### src/rtl/random_arbiter_if.sv
`default_nettype none
// ============================================================================
// Module      : random_arbiter_if
// Description : Bundle between the random_arbiter, its requesters and the
//               shared random generator.
//               slave  - arbiter side (drives o_*, receives i_*)
//               master - requester / generator side (drives i_*, receives o_*)
//               Signals:
//                 i_Req         request per requester, held until acknowledged
//                 o_Ack         one-hot, one-cycle acknowledge
//                 o_Data        last captured random word
//                 o_Rand_Enable one-cycle start pulse to the generator
//                 i_Rand_Data   generator output word
//                 i_Rand_Done   generator completion strobe
//                 o_Busy        arbiter not idle
//                 o_Timeout     sticky "generator never completed" flag
// Revision    : 1.0 - initial release
// ============================================================================
interface random_arbiter_if #(
    parameter int NUM_BITS = 4,
    parameter int NUM_REQ  = 3
);
    logic [NUM_REQ-1:0]  i_Req;
    logic [NUM_REQ-1:0]  o_Ack;
    logic [NUM_BITS-1:0] o_Data;
    logic                o_Rand_Enable;
    logic [NUM_BITS-1:0] i_Rand_Data;
    logic                i_Rand_Done;
    logic                o_Busy;
    logic                o_Timeout;

    modport slave (
        input  i_Req,
        input  i_Rand_Data,
        input  i_Rand_Done,
        output o_Ack,
        output o_Data,
        output o_Rand_Enable,
        output o_Busy,
        output o_Timeout
    );

    modport master (
        output i_Req,
        output i_Rand_Data,
        output i_Rand_Done,
        input  o_Ack,
        input  o_Data,
        input  o_Rand_Enable,
        input  o_Busy,
        input  o_Timeout
    );
endinterface
`default_nettype wire

### src/rtl/random_arbiter.sv
`default_nettype none
// ============================================================================
// Module      : random_arbiter
// Description : Shares one random generator among NUM_REQ requesters.
//               Round-robin arbitration, one-cycle generator enable, waits
//               for the done strobe (bounded by TIMEOUT_CYCLES) and returns
//               the captured word with a one-cycle one-hot acknowledge.
// Ports       : i_Clk   - rising-edge clock
//               i_Reset - synchronous active-high reset
//               io_bus  - random_arbiter_if.slave (requests, acks, data,
//                         generator handshake, busy / timeout status)
// Revision    : 1.0 - initial release
// ============================================================================
module random_arbiter #(
    parameter int NUM_BITS       = 4,
    parameter int NUM_REQ        = 3,
    parameter int TIMEOUT_CYCLES = 64
) (
    input  wire logic       i_Clk,
    input  wire logic       i_Reset,
    random_arbiter_if.slave io_bus
);

    localparam int c_GNT_W = (NUM_REQ > 1) ? $clog2(NUM_REQ) : 1;
    localparam int c_CNT_W = $clog2(TIMEOUT_CYCLES + 1);

    localparam logic [1:0] c_ST_IDLE    = 2'd0;
    localparam logic [1:0] c_ST_START   = 2'd1;
    localparam logic [1:0] c_ST_WAIT    = 2'd2;
    localparam logic [1:0] c_ST_DELIVER = 2'd3;

    // Last-grant pointer resets to the top requester so requester 0 wins first.
    localparam logic [c_GNT_W-1:0] c_LAST_RST = c_GNT_W'(NUM_REQ - 1);
    localparam logic [c_CNT_W-1:0] c_TIMEOUT  = c_CNT_W'(TIMEOUT_CYCLES);
    localparam logic [NUM_REQ-1:0] c_ONE      = NUM_REQ'(1);

    logic [1:0]          r_state;
    logic [c_GNT_W-1:0]  r_grant;
    logic [c_GNT_W-1:0]  r_last;
    logic [c_CNT_W-1:0]  r_count;
    logic [NUM_BITS-1:0] r_data;
    logic                r_timeout;

    logic [1:0]          w_state_nx;
    logic [c_GNT_W-1:0]  w_grant_nx;
    logic [c_GNT_W-1:0]  w_last_nx;
    logic [c_CNT_W-1:0]  w_count_nx;
    logic [NUM_BITS-1:0] w_data_nx;
    logic                w_timeout_nx;
    logic [c_CNT_W-1:0]  w_count_inc;

    logic                w_found;
    logic [c_GNT_W-1:0]  w_pick;

    logic [NUM_REQ-1:0]  w_ack;
    logic                w_enable;
    logic                w_busy;

    assign w_count_inc = r_count + c_CNT_W'(1);

    // Round-robin search: walk from the requester after the last grant,
    // wrapping, and take the first pending bit. The last-granted requester
    // is visited last, giving it the lowest priority.
    always_comb begin
        int v_idx;
        v_idx   = 0;
        w_found = 1'b0;
        w_pick  = '0;
        for (int off = 1; off <= NUM_REQ; off++) begin
            v_idx = (int'(r_last) + off) % NUM_REQ;
            if (!w_found && (((io_bus.i_Req >> v_idx) & c_ONE) != '0)) begin
                w_found = 1'b1;
                w_pick  = c_GNT_W'(v_idx);
            end
        end
    end

    // ------------------------------------------------------------------
    // State register (all datapath registers advance with the state)
    // ------------------------------------------------------------------
    always_ff @(posedge i_Clk) begin
        if (i_Reset) begin
            r_state   <= c_ST_IDLE;
            r_grant   <= '0;
            r_last    <= c_LAST_RST;
            r_count   <= '0;
            r_data    <= '0;
            r_timeout <= 1'b0;
        end else begin
            r_state   <= w_state_nx;
            r_grant   <= w_grant_nx;
            r_last    <= w_last_nx;
            r_count   <= w_count_nx;
            r_data    <= w_data_nx;
            r_timeout <= w_timeout_nx;
        end
    end

    // ------------------------------------------------------------------
    // Next-state logic
    // ------------------------------------------------------------------
    always_comb begin
        w_state_nx   = r_state;
        w_grant_nx   = r_grant;
        w_last_nx    = r_last;
        w_count_nx   = r_count;
        w_data_nx    = r_data;
        w_timeout_nx = r_timeout;
        case (r_state)
            c_ST_IDLE: begin
                if (w_found) begin
                    w_grant_nx = w_pick;
                    w_state_nx = c_ST_START;
                end
            end
            c_ST_START: begin
                w_count_nx = '0;
                w_state_nx = c_ST_WAIT;
            end
            c_ST_WAIT: begin
                // Done is checked first so it wins over a coinciding timeout.
                if (io_bus.i_Rand_Done) begin
                    w_data_nx  = io_bus.i_Rand_Data;
                    w_state_nx = c_ST_DELIVER;
                end else begin
                    w_count_nx = w_count_inc;
                    if (w_count_inc == c_TIMEOUT) begin
                        w_timeout_nx = 1'b1;
                        w_last_nx    = r_grant;
                        w_state_nx   = c_ST_IDLE;
                    end
                end
            end
            c_ST_DELIVER: begin
                w_last_nx  = r_grant;
                w_state_nx = c_ST_IDLE;
            end
            default: begin
                w_state_nx = c_ST_IDLE;
            end
        endcase
    end

    // ------------------------------------------------------------------
    // Output decode: state register only, no input feed-through
    // ------------------------------------------------------------------
    always_comb begin
        w_ack    = '0;
        w_enable = 1'b0;
        w_busy   = (r_state != c_ST_IDLE);
        case (r_state)
            c_ST_START:   w_enable = 1'b1;
            c_ST_DELIVER: w_ack    = c_ONE << r_grant;
            default:      w_ack    = '0;
        endcase
    end

    assign io_bus.o_Ack         = w_ack;
    assign io_bus.o_Rand_Enable = w_enable;
    assign io_bus.o_Busy        = w_busy;
    assign io_bus.o_Data        = r_data;
    assign io_bus.o_Timeout     = r_timeout;

endmodule
`default_nettype wire

### src/flat_wrapper.sv
// flat-port wrapper written by rule: the top's interface ports become plain ports
module random_arbiter_flat 
#(
    parameter int NUM_BITS       = 4,
    parameter int NUM_REQ        = 3,
    parameter int TIMEOUT_CYCLES = 64
)
  (i_Clk, i_Reset, io_bus_i_Req, io_bus_i_Rand_Data, io_bus_i_Rand_Done, io_bus_o_Ack, io_bus_o_Data, io_bus_o_Rand_Enable, io_bus_o_Busy, io_bus_o_Timeout);
  random_arbiter_if #(.NUM_BITS(NUM_BITS), .NUM_REQ(NUM_REQ)) io_bus_i ();
  input  wire logic i_Clk;
  input  wire logic i_Reset;
  input wire logic [$bits(io_bus_i.i_Req)-1:0] io_bus_i_Req;
  input wire logic [$bits(io_bus_i.i_Rand_Data)-1:0] io_bus_i_Rand_Data;
  input wire logic [$bits(io_bus_i.i_Rand_Done)-1:0] io_bus_i_Rand_Done;
  output wire logic [$bits(io_bus_i.o_Ack)-1:0] io_bus_o_Ack;
  output wire logic [$bits(io_bus_i.o_Data)-1:0] io_bus_o_Data;
  output wire logic [$bits(io_bus_i.o_Rand_Enable)-1:0] io_bus_o_Rand_Enable;
  output wire logic [$bits(io_bus_i.o_Busy)-1:0] io_bus_o_Busy;
  output wire logic [$bits(io_bus_i.o_Timeout)-1:0] io_bus_o_Timeout;
  assign io_bus_i.i_Req = io_bus_i_Req;
  assign io_bus_i.i_Rand_Data = io_bus_i_Rand_Data;
  assign io_bus_i.i_Rand_Done = io_bus_i_Rand_Done;
  assign io_bus_o_Ack = io_bus_i.o_Ack;
  assign io_bus_o_Data = io_bus_i.o_Data;
  assign io_bus_o_Rand_Enable = io_bus_i.o_Rand_Enable;
  assign io_bus_o_Busy = io_bus_i.o_Busy;
  assign io_bus_o_Timeout = io_bus_i.o_Timeout;
  random_arbiter #(.NUM_BITS(NUM_BITS), .NUM_REQ(NUM_REQ), .TIMEOUT_CYCLES(TIMEOUT_CYCLES)) u_core (.i_Clk(i_Clk), .i_Reset(i_Reset), .io_bus(io_bus_i));
endmodule
### config.mk
export PLATFORM = sky130hd
export DESIGN_NAME = random_arbiter_flat
export DESIGN_NICKNAME = d
export VERILOG_FILES = /design/src/rtl/random_arbiter_if.sv /design/src/rtl/random_arbiter.sv /design/src/flat_wrapper.sv
export SDC_FILE = /design/constraint.sdc
export NUM_CORES = 1
export LEC_CHECK = 0
export BUFFER_PORTS_ARGS = -buffer_cell sky130_fd_sc_hd__buf_4
export CORE_UTILIZATION = 56
export CTS_CLUSTER_DIAMETER = 60
export CTS_CLUSTER_SIZE = 12
export DETAILED_ROUTE_END_ITERATION = 10
export PLACE_DENSITY = 0.78
export SLEW_MARGIN = 20
export SYNTH_ARGS = -nofsm -noshare
export SYNTH_HDL_FRONTEND = slang
export SYNTH_SLANG_ARGS = --single-unit
### constraint.sdc
create_clock -name i_Clk -period 3.1 [get_ports i_Clk]
set_clock_uncertainty 0.15 [all_clocks]
set_input_delay 0.62 -clock i_Clk [delete_from_list [all_inputs] [get_ports i_Clk]]
set_output_delay 0.62 -clock i_Clk [all_outputs]
set_load 0.005 [all_outputs]
==> results of run 1 <==
-- worst max-delay path by stage --
stage,start,endpoint,slack [ns],cells after the start
floorplan,u_core.r_last[0],u_core.r_state[0],0.56,9
global placement,u_core.r_last[1],u_core.r_state[0],0.47,9
detailed placement,u_core.r_last[1],u_core.r_grant[0],0.31,10
CTS,u_core.r_last[1],u_core.r_grant[0],0.27,10
global route,u_core.r_last[1],u_core.r_state[0],0.06,9
finish,u_core.r_last[1],u_core.r_grant[0],0.26,10
-- per-layer routing --
layer	routed length [µm]	GRT usage [%]	up-vias
met5	0	0	-
met3	190	6.725	2
met2	1372	43.51	45
li1	-	-	651
met1	1524	34.77	587
met4	14	6.757	0
-- synth_stat cells, drive strengths merged (2+ instances only) --
cell type	number
nand3	10
o211ai	2
a31oi	5
nor3b	3
mux2i	4
o211a	2
nand2b	3
nand4	2
xnor2	2
a22oi	4
inv	12
mux2	4
o21ai	5
o21a	2
nand2	13
a21bo	3
clkbuf	6
a21oi	11
buf	4
nand3b	4
dfxtp	18
nor3	5
ha	11
nor2	18
nor4bb	2
-- area by class of cell --
class	count	share of cell area, %
tap	28	2.264
timing repair buffer	20	9.701
clock buffer	4	2.344
inverter	13	3.153
multi-input combinational	130	59.26
sequential	18	23.28
-- placed cells by master, fill, tap and decap left out, types with 5 or more instances in the layout --
cell,n
nor2_1,18
nand2_1,13
inv_1,12
dfxtp_1,18
buf_4,20
nand3_1,10
a21oi_1,11
ha_1,11
a31oi_1,5
nor3_1,5
-- state kept, by name, indices dropped and copies added, names as in the netlist --
name                     cells
u_core.r_count               7
u_core.io_bus.o_Data         4
u_core.r_grant               2
u_core.r_last                2
u_core.io_bus.o_Timeout      1
u_core.r_state               2
-- power by group through the flow --
stage | Sequential [mW] | Clock (mW) | Combinational [mW]
floorplan | 0.267 | 0 | 0.162
global placement | 0.281 | 0 | 0.201
detailed placement | 0.282 | 0 | 0.210
finish | 0.278 | 0.147 | 0.214
global route | 0.282 | 0.163 | 0.237
CTS | 0.277 | 0.153 | 0.212
-- per-stage QoR --
step | area [µm²] | std cells | hold slack (ns) | worst slack (ns)
2_1_floorplan | 1378 | 171 | 0.3027 | 0.5593
3_3_place_gp | 1511 | 209 | 0.2944 | 0.4744
3_5_place_dp | 1511 | 209 | 0.2968 | 0.3053
4_1_cts | 1548 | 213 | 0.3121 | 0.2671
5_1_grt | 1548 | 213 | 0.3455 | 0.06373
6_report | 1548 | 213 | 0.3098 | 0.2581
-- worst max-delay path: cells and delay by family, from the launching register on --
| kind | cells | cell delay, ns |
|---|---|---|
| adder cells (fa/ha/maj) | 2 | 0.69 |
| flip-flops | 1 | 0.46 |
| AO/OA/AOI/OAI | 3 | 0.66 |
| multiplexers | 1 | 0.29 |
| AND/OR/NAND/NOR | 2 | 0.26 |
| buffers and inverters | 2 | 0.27 |
-- cell families (layout without fill, tap and decap cells) --
group                    after synthesis  count (layout)  share of synthesized area, %
XOR/XNOR                               2               2                         1.272
adder cells (fa/ha/maj)               11              11                         9.991
buffers and inverters                 23              37                         7.266
AO/OA/AOI/OAI                         45              45                         24.52
flip-flops                            18              18                         26.16
AND/OR/NAND/NOR                       64              64                         23.80
multiplexers                           8               8                         6.993
==> results.tsv, run 1 <==
stage	metric	value	unit
status	outcome	finished clean	
clock_tree	post_cts_resized	0	
final_layout	drive_gt1_share	19.46	%
clock_tree	cts_tree	done	
synthesis	synth_warnings	0	
setup_path	worstReg2RegEnd	u_core.r_grant[0]	
floorplan	die_w	51.60	µm
route	route.antenna.remaining_nets	0	
setup_path	endpoint_kind	register	
power_and_ir_drop	pwr-share-comb	33.5	%
placed_design	place_congestion	0.8589	
sta	finalMaxSlewViolations	0	
clock_tree	cts.sinks	18	
route	first_pass_iters	4	
floorplan	io_pins	20	
clock_tree	cts.clk_slew.worst_paths	0.10	ns
grt	grt_max_degree	19	
floorplan	initial_utilization	61.10	%
power_and_ir_drop	p_leak	0.6316	nW
clock_tree	postCtsSetupBuffers	0	
synthesis	async_flop_share	0	%
clock_tree	clk_latency	0.30	ns
sta	finalSetupViolations	0	
sta	post-route-period-util	91.67	%
job	maxCapViolations	0	
clock_tree	hold_buffers	0	
setup_path	r2r_start	u_core.r_last[1]	
setup_path	r2r_setup_slack	0.26	ns
synthesis	yosysUniqueCellTypes	46	
sta	max_slew_margin	61.51	%
setup_path	crit_required	3.18	ns
setup_path	r2r_cells	10	
setup_path	worstPathCellList	inv_1, ha_1, inv_1, nand3_1, ha_1, nand3b_1, mux2_4, o211a_1, o21ba_1, a211oi_2	
route	vias_per_cell	6.033	
grt	grt_pass1_wl	5354	µm
synthesis	synth_seq_cells	18	
grt	grt_pass1_vias	1228	
final_layout	n_fill_cell	196	
floorplan	rows	17	
floorplan	die_y	51.60	µm
hold_path	worst_hold_path.endpoint	u_core.io_bus.o_Data[1]	
power_and_ir_drop	p_per_area	412.7	mW/mm²
floorplan	core	0.002255	mm²
route	wl_per_cell	14.56	µm
synthesis	synth.net_count	192	
hold_path	min_from	u_core.io_bus.o_Data[1]	
clock_tree	cts-root-to-sink-buffers	2	
sta	fin_crit	2.842	ns
floorplan	dieArea	0.002662	mm²
synthesis	seq_area_frac_synth	26.16	%
setup_path	path_class	reg -> reg	
sta	rsz0062_at_grt	no	
setup_path	path_max_fanout	7	
setup_path	worstSetupStartpointType	register	
synthesis	synth_edf_count	0	
final_layout	multi_input_area	917.1	µm²
clock_tree	cts_root_buffer	clkbuf_4	
power_and_ir_drop	power_frac_seq	43.6	%
final_layout	fin_util	68.65	%
clock_tree	numCtsBuffers	3	
setup_path	crit_arrival	2.92	ns
sta	worst-slew-pin-transition	0.5714	ns
clock_tree	htree_levels	1	
route	drc	0	
grt	grt.overflow.total	0	
route	dr_total_vias	1285	
hold_path	hold_path_depth	2	
synthesis	synth_area_leader_cell	dfxtp_1	
placed_design	io_buffer_count	19	
setup_path	crit_path_max_incr_delay	0.46	ns
grt	antenna_found_initial	0	
final_layout	num-nets-final	207	
sta	hold_viol	0	
power_and_ir_drop	power	638.8	µW
placed_design	place_hpwl	2278	µm
power_and_ir_drop	ir_worst_vdd	351.0	µV
route	totalWireLength	3102	µm
final_layout	syn2layout_area_growth	12.35	%
power_and_ir_drop	clockPowerShare	23.0	%
sta	fin_setup_tns	0	ns
final_layout	seqCellArea	360.3	µm²
final_layout	n_antenna_cell	0	
synthesis	synth_ff_type	dfxtp_1	
route	drtIter0Drc	27	
grt	groute.usage.overall	26.63	%
hold_path	hold_class	reg -> reg	
sta	fmax	351.9	MHz
synthesis	yosys-top-cells-area	dfxtp_1 (26%), ha_1 (10%), nor2_1 (4.9%)	
power_and_ir_drop	p_sw	219.2	µW
power_and_ir_drop	p_int	419.6	µW
synthesis	synthCells	171	
power_and_ir_drop	switching_share	34.31	%
synthesis	synth_area	0.001378	mm²
synthesis	synth_top_area_share	26.16	%
synthesis	synth_area_per_cell	8.056	µm²
setup_path	crit_path_top_delay_cell	dfxtp_1	
(Power assumes the default switching activity.)
==> run 2: changes to the inputs <==
Settings changed: RECOVER_POWER set to 25.
==> results.tsv, run 2 (synthesis gave the netlist of run 1 again) <==
stage	metric	value	unit	change
status	outcome	finished clean		
final_layout	largest_reg_flops	7		unchanged
setup_path	r2r_cells	10		unchanged
clock_tree	postCtsSetupBuffers	0		unchanged
grt	grt_max_degree	19		unchanged
final_layout	regMostFlops	u_core.r_count		
final_layout	mostFrequentLayoutCells	nor2_1 (18), dfxtp_1 (18), buf_4 (15), nand2_1 (13), inv_1 (12)		
route	dr_total_vias	1292		+0.54%
setup_path	endpoint_kind	register		
setup_path	crit_arrival	2.92	ns	about the same
grt	grt.overflow.total	0		unchanged
floorplan	dieArea	0.002662	mm²	unchanged
grt	grt_pass1_vias	1228		unchanged
hold_path	hold_path_depth	2		unchanged
clock_tree	hold_buffers	0		unchanged
sta	max_slew_margin	61.51	%	unchanged
power_and_ir_drop	p_per_area	412.4	mW/mm²	about the same
power_and_ir_drop	power_frac_seq	43.6	%	about the same
clock_tree	cts.sinks	18		unchanged
setup_path	path_class	reg -> reg		
route	drc	0		unchanged
route	drtIter0Drc	27		unchanged
power_and_ir_drop	switching_share	34.29	%	about the same
hold_path	hold_class	reg -> reg		
final_layout	num-nets-final	207		unchanged
sta	finalSetupViolations	0		unchanged
final_layout	n_antenna_cell	0		unchanged
clock_tree	numCtsBuffers	3		unchanged
placed_design	place_congestion	0.8589		unchanged
clock_tree	cts_tree	done		
sta	worst-slew-pin-transition	0.5714	ns	unchanged
route	route.antenna.remaining_nets	0		unchanged
sta	fmax	352.2	MHz	about the same
clock_tree	htree_levels	1		unchanged
placed_design	io_buffer_count	19		unchanged
route	wl_per_cell	14.54	µm	-0.13%
sta	whs	0.3082	ns	-0.001584 ns
job	maxCapViolations	0		unchanged
power_and_ir_drop	p_int	419.4	µW	about the same
route	first_pass_iters	4		unchanged
sta	post-route-period-util	91.60	%	about the same
floorplan	die_w	51.60	µm	unchanged
clock_tree	cts-root-to-sink-buffers	2		unchanged
clock_tree	cts.clk_slew.worst_paths	0.10	ns	about the same
power_and_ir_drop	ir_worst_vdd	350.8	µV	about the same
sta	hold_viol	0		unchanged
floorplan	core	0.002255	mm²	unchanged
grt	antenna_found_initial	0		unchanged
clock_tree	clk_latency	0.30	ns	about the same
clock_tree	cts_root_buffer	clkbuf_4		
final_layout	syn2layout_area_growth	12.35	%	unchanged
floorplan	io_pins	20		unchanged
power_and_ir_drop	pwr-share-comb	33.4	%	about the same
clock_tree	post_cts_resized	0		unchanged
route	totalWireLength	3098	µm	-0.13%
sta	finalMaxSlewViolations	0		unchanged
power_and_ir_drop	p_sw	218.9	µW	-0.11%
sta	rsz0062_at_grt	no		
final_layout	n_fill_cell	196		unchanged
final_layout	drive_gt1_share	19.46	%	unchanged
setup_path	path_max_fanout	7		unchanged
sta	fin_setup_tns	0	ns	unchanged
power_and_ir_drop	p_leak	0.6288	nW	-0.45%
power_and_ir_drop	clockPowerShare	23.0	%	about the same
floorplan	initial_utilization	61.10	%	unchanged
sta	fin_crit	2.839	ns	-0.002436 ns
setup_path	worstSetupStartpointType	register		
placed_design	place_hpwl	2278	µm	unchanged
grt	grt_pass1_wl	5354	µm	unchanged
route	vias_per_cell	6.066		+0.54%
floorplan	rows	17		unchanged
setup_path	crit_required	3.18	ns	about the same
floorplan	die_y	51.60	µm	unchanged
grt	groute.usage.overall	26.63	%	unchanged
run 2: cell count changes in the layout (fill, tap and decap cells not counted):
cell,delta
buf_4,-5
clkbuf_4,+5
run 2: worst max-delay path: stages, from the launching register on:
cell and delay, ns:
dfxtp_1 0.46, inv_1 0.13, ha_1 0.40, inv_1 0.14
nand3_1 0.08, ha_1 0.29, nand3b_1 0.18, mux2_4 0.29
o211a_1 0.28, o21ba_1 0.20, a211oi_2 0.18
run 2: per-stage QoR:
step / power (mW) / setup WS (ns) / instances / area [µm²] / utilization, %
final: 0.6383 / 0.2605 / 213 / 1548 / 68.65
after global routing: 0.6813 / 0.06373 / 213 / 1548 / 68.65
after CTS: 0.6430 / 0.2671 / 213 / 1548 / 68.65
after detailed placement: 0.4919 / 0.3053 / 209 / 1511 / 67.04
after global placement: 0.4826 / 0.4744 / 209 / 1511 / 67.04
after floorplan: 0.4289 / 0.5593 / 171 / 1378 / -
run 2: path summary, 6_finish.rpt:
| kind | startpoint | slack (ns) | end |
|---|---|---|---|
| worst max register to register | u_core.r_last[1] | 0.26 | u_core.r_grant[0] |
| worst min register to register | u_core.io_bus.o_Data[1] | 0.31 | u_core.io_bus.o_Data[1] |
| worst min-delay path | u_core.io_bus.o_Data[1] | 0.31 | u_core.io_bus.o_Data[1] |
| worst max-delay path | u_core.r_last[1] | 0.26 | u_core.r_grant[0] |
run 2: layout make-up:
class | count | area, µm² | area share (%)
Timing Repair Buffer | 20 | 150.1 | 9.701
Tap cell | 28 | 35.03 | 2.264
Inverter | 13 | 48.80 | 3.153
Multi-Input combinational cell | 130 | 917.1 | 59.26
Sequential cell | 18 | 360.3 | 23.28
Clock buffer | 4 | 36.28 | 2.344
run 2: layer usage:
metal / vias up / GRT usage [%] / routed length (µm)
met2: 47 / 43.51 / 1381
met5: - / 0 / 0
met3: 2 / 6.725 / 194
li1: 650 / - / -
met1: 593 / 34.77 / 1507
met4: 0 / 6.757 / 14
run 2: power groups by stage:
stage	registers, mW	clock network (mW)	logic, mW
6_report	0.278	0.147	0.213
5_1_grt	0.282	0.163	0.237
4_1_cts	0.277	0.153	0.212
3_5_place_dp	0.282	0	0.210
3_3_place_gp	0.281	0	0.201
2_1_floorplan	0.267	0	0.162
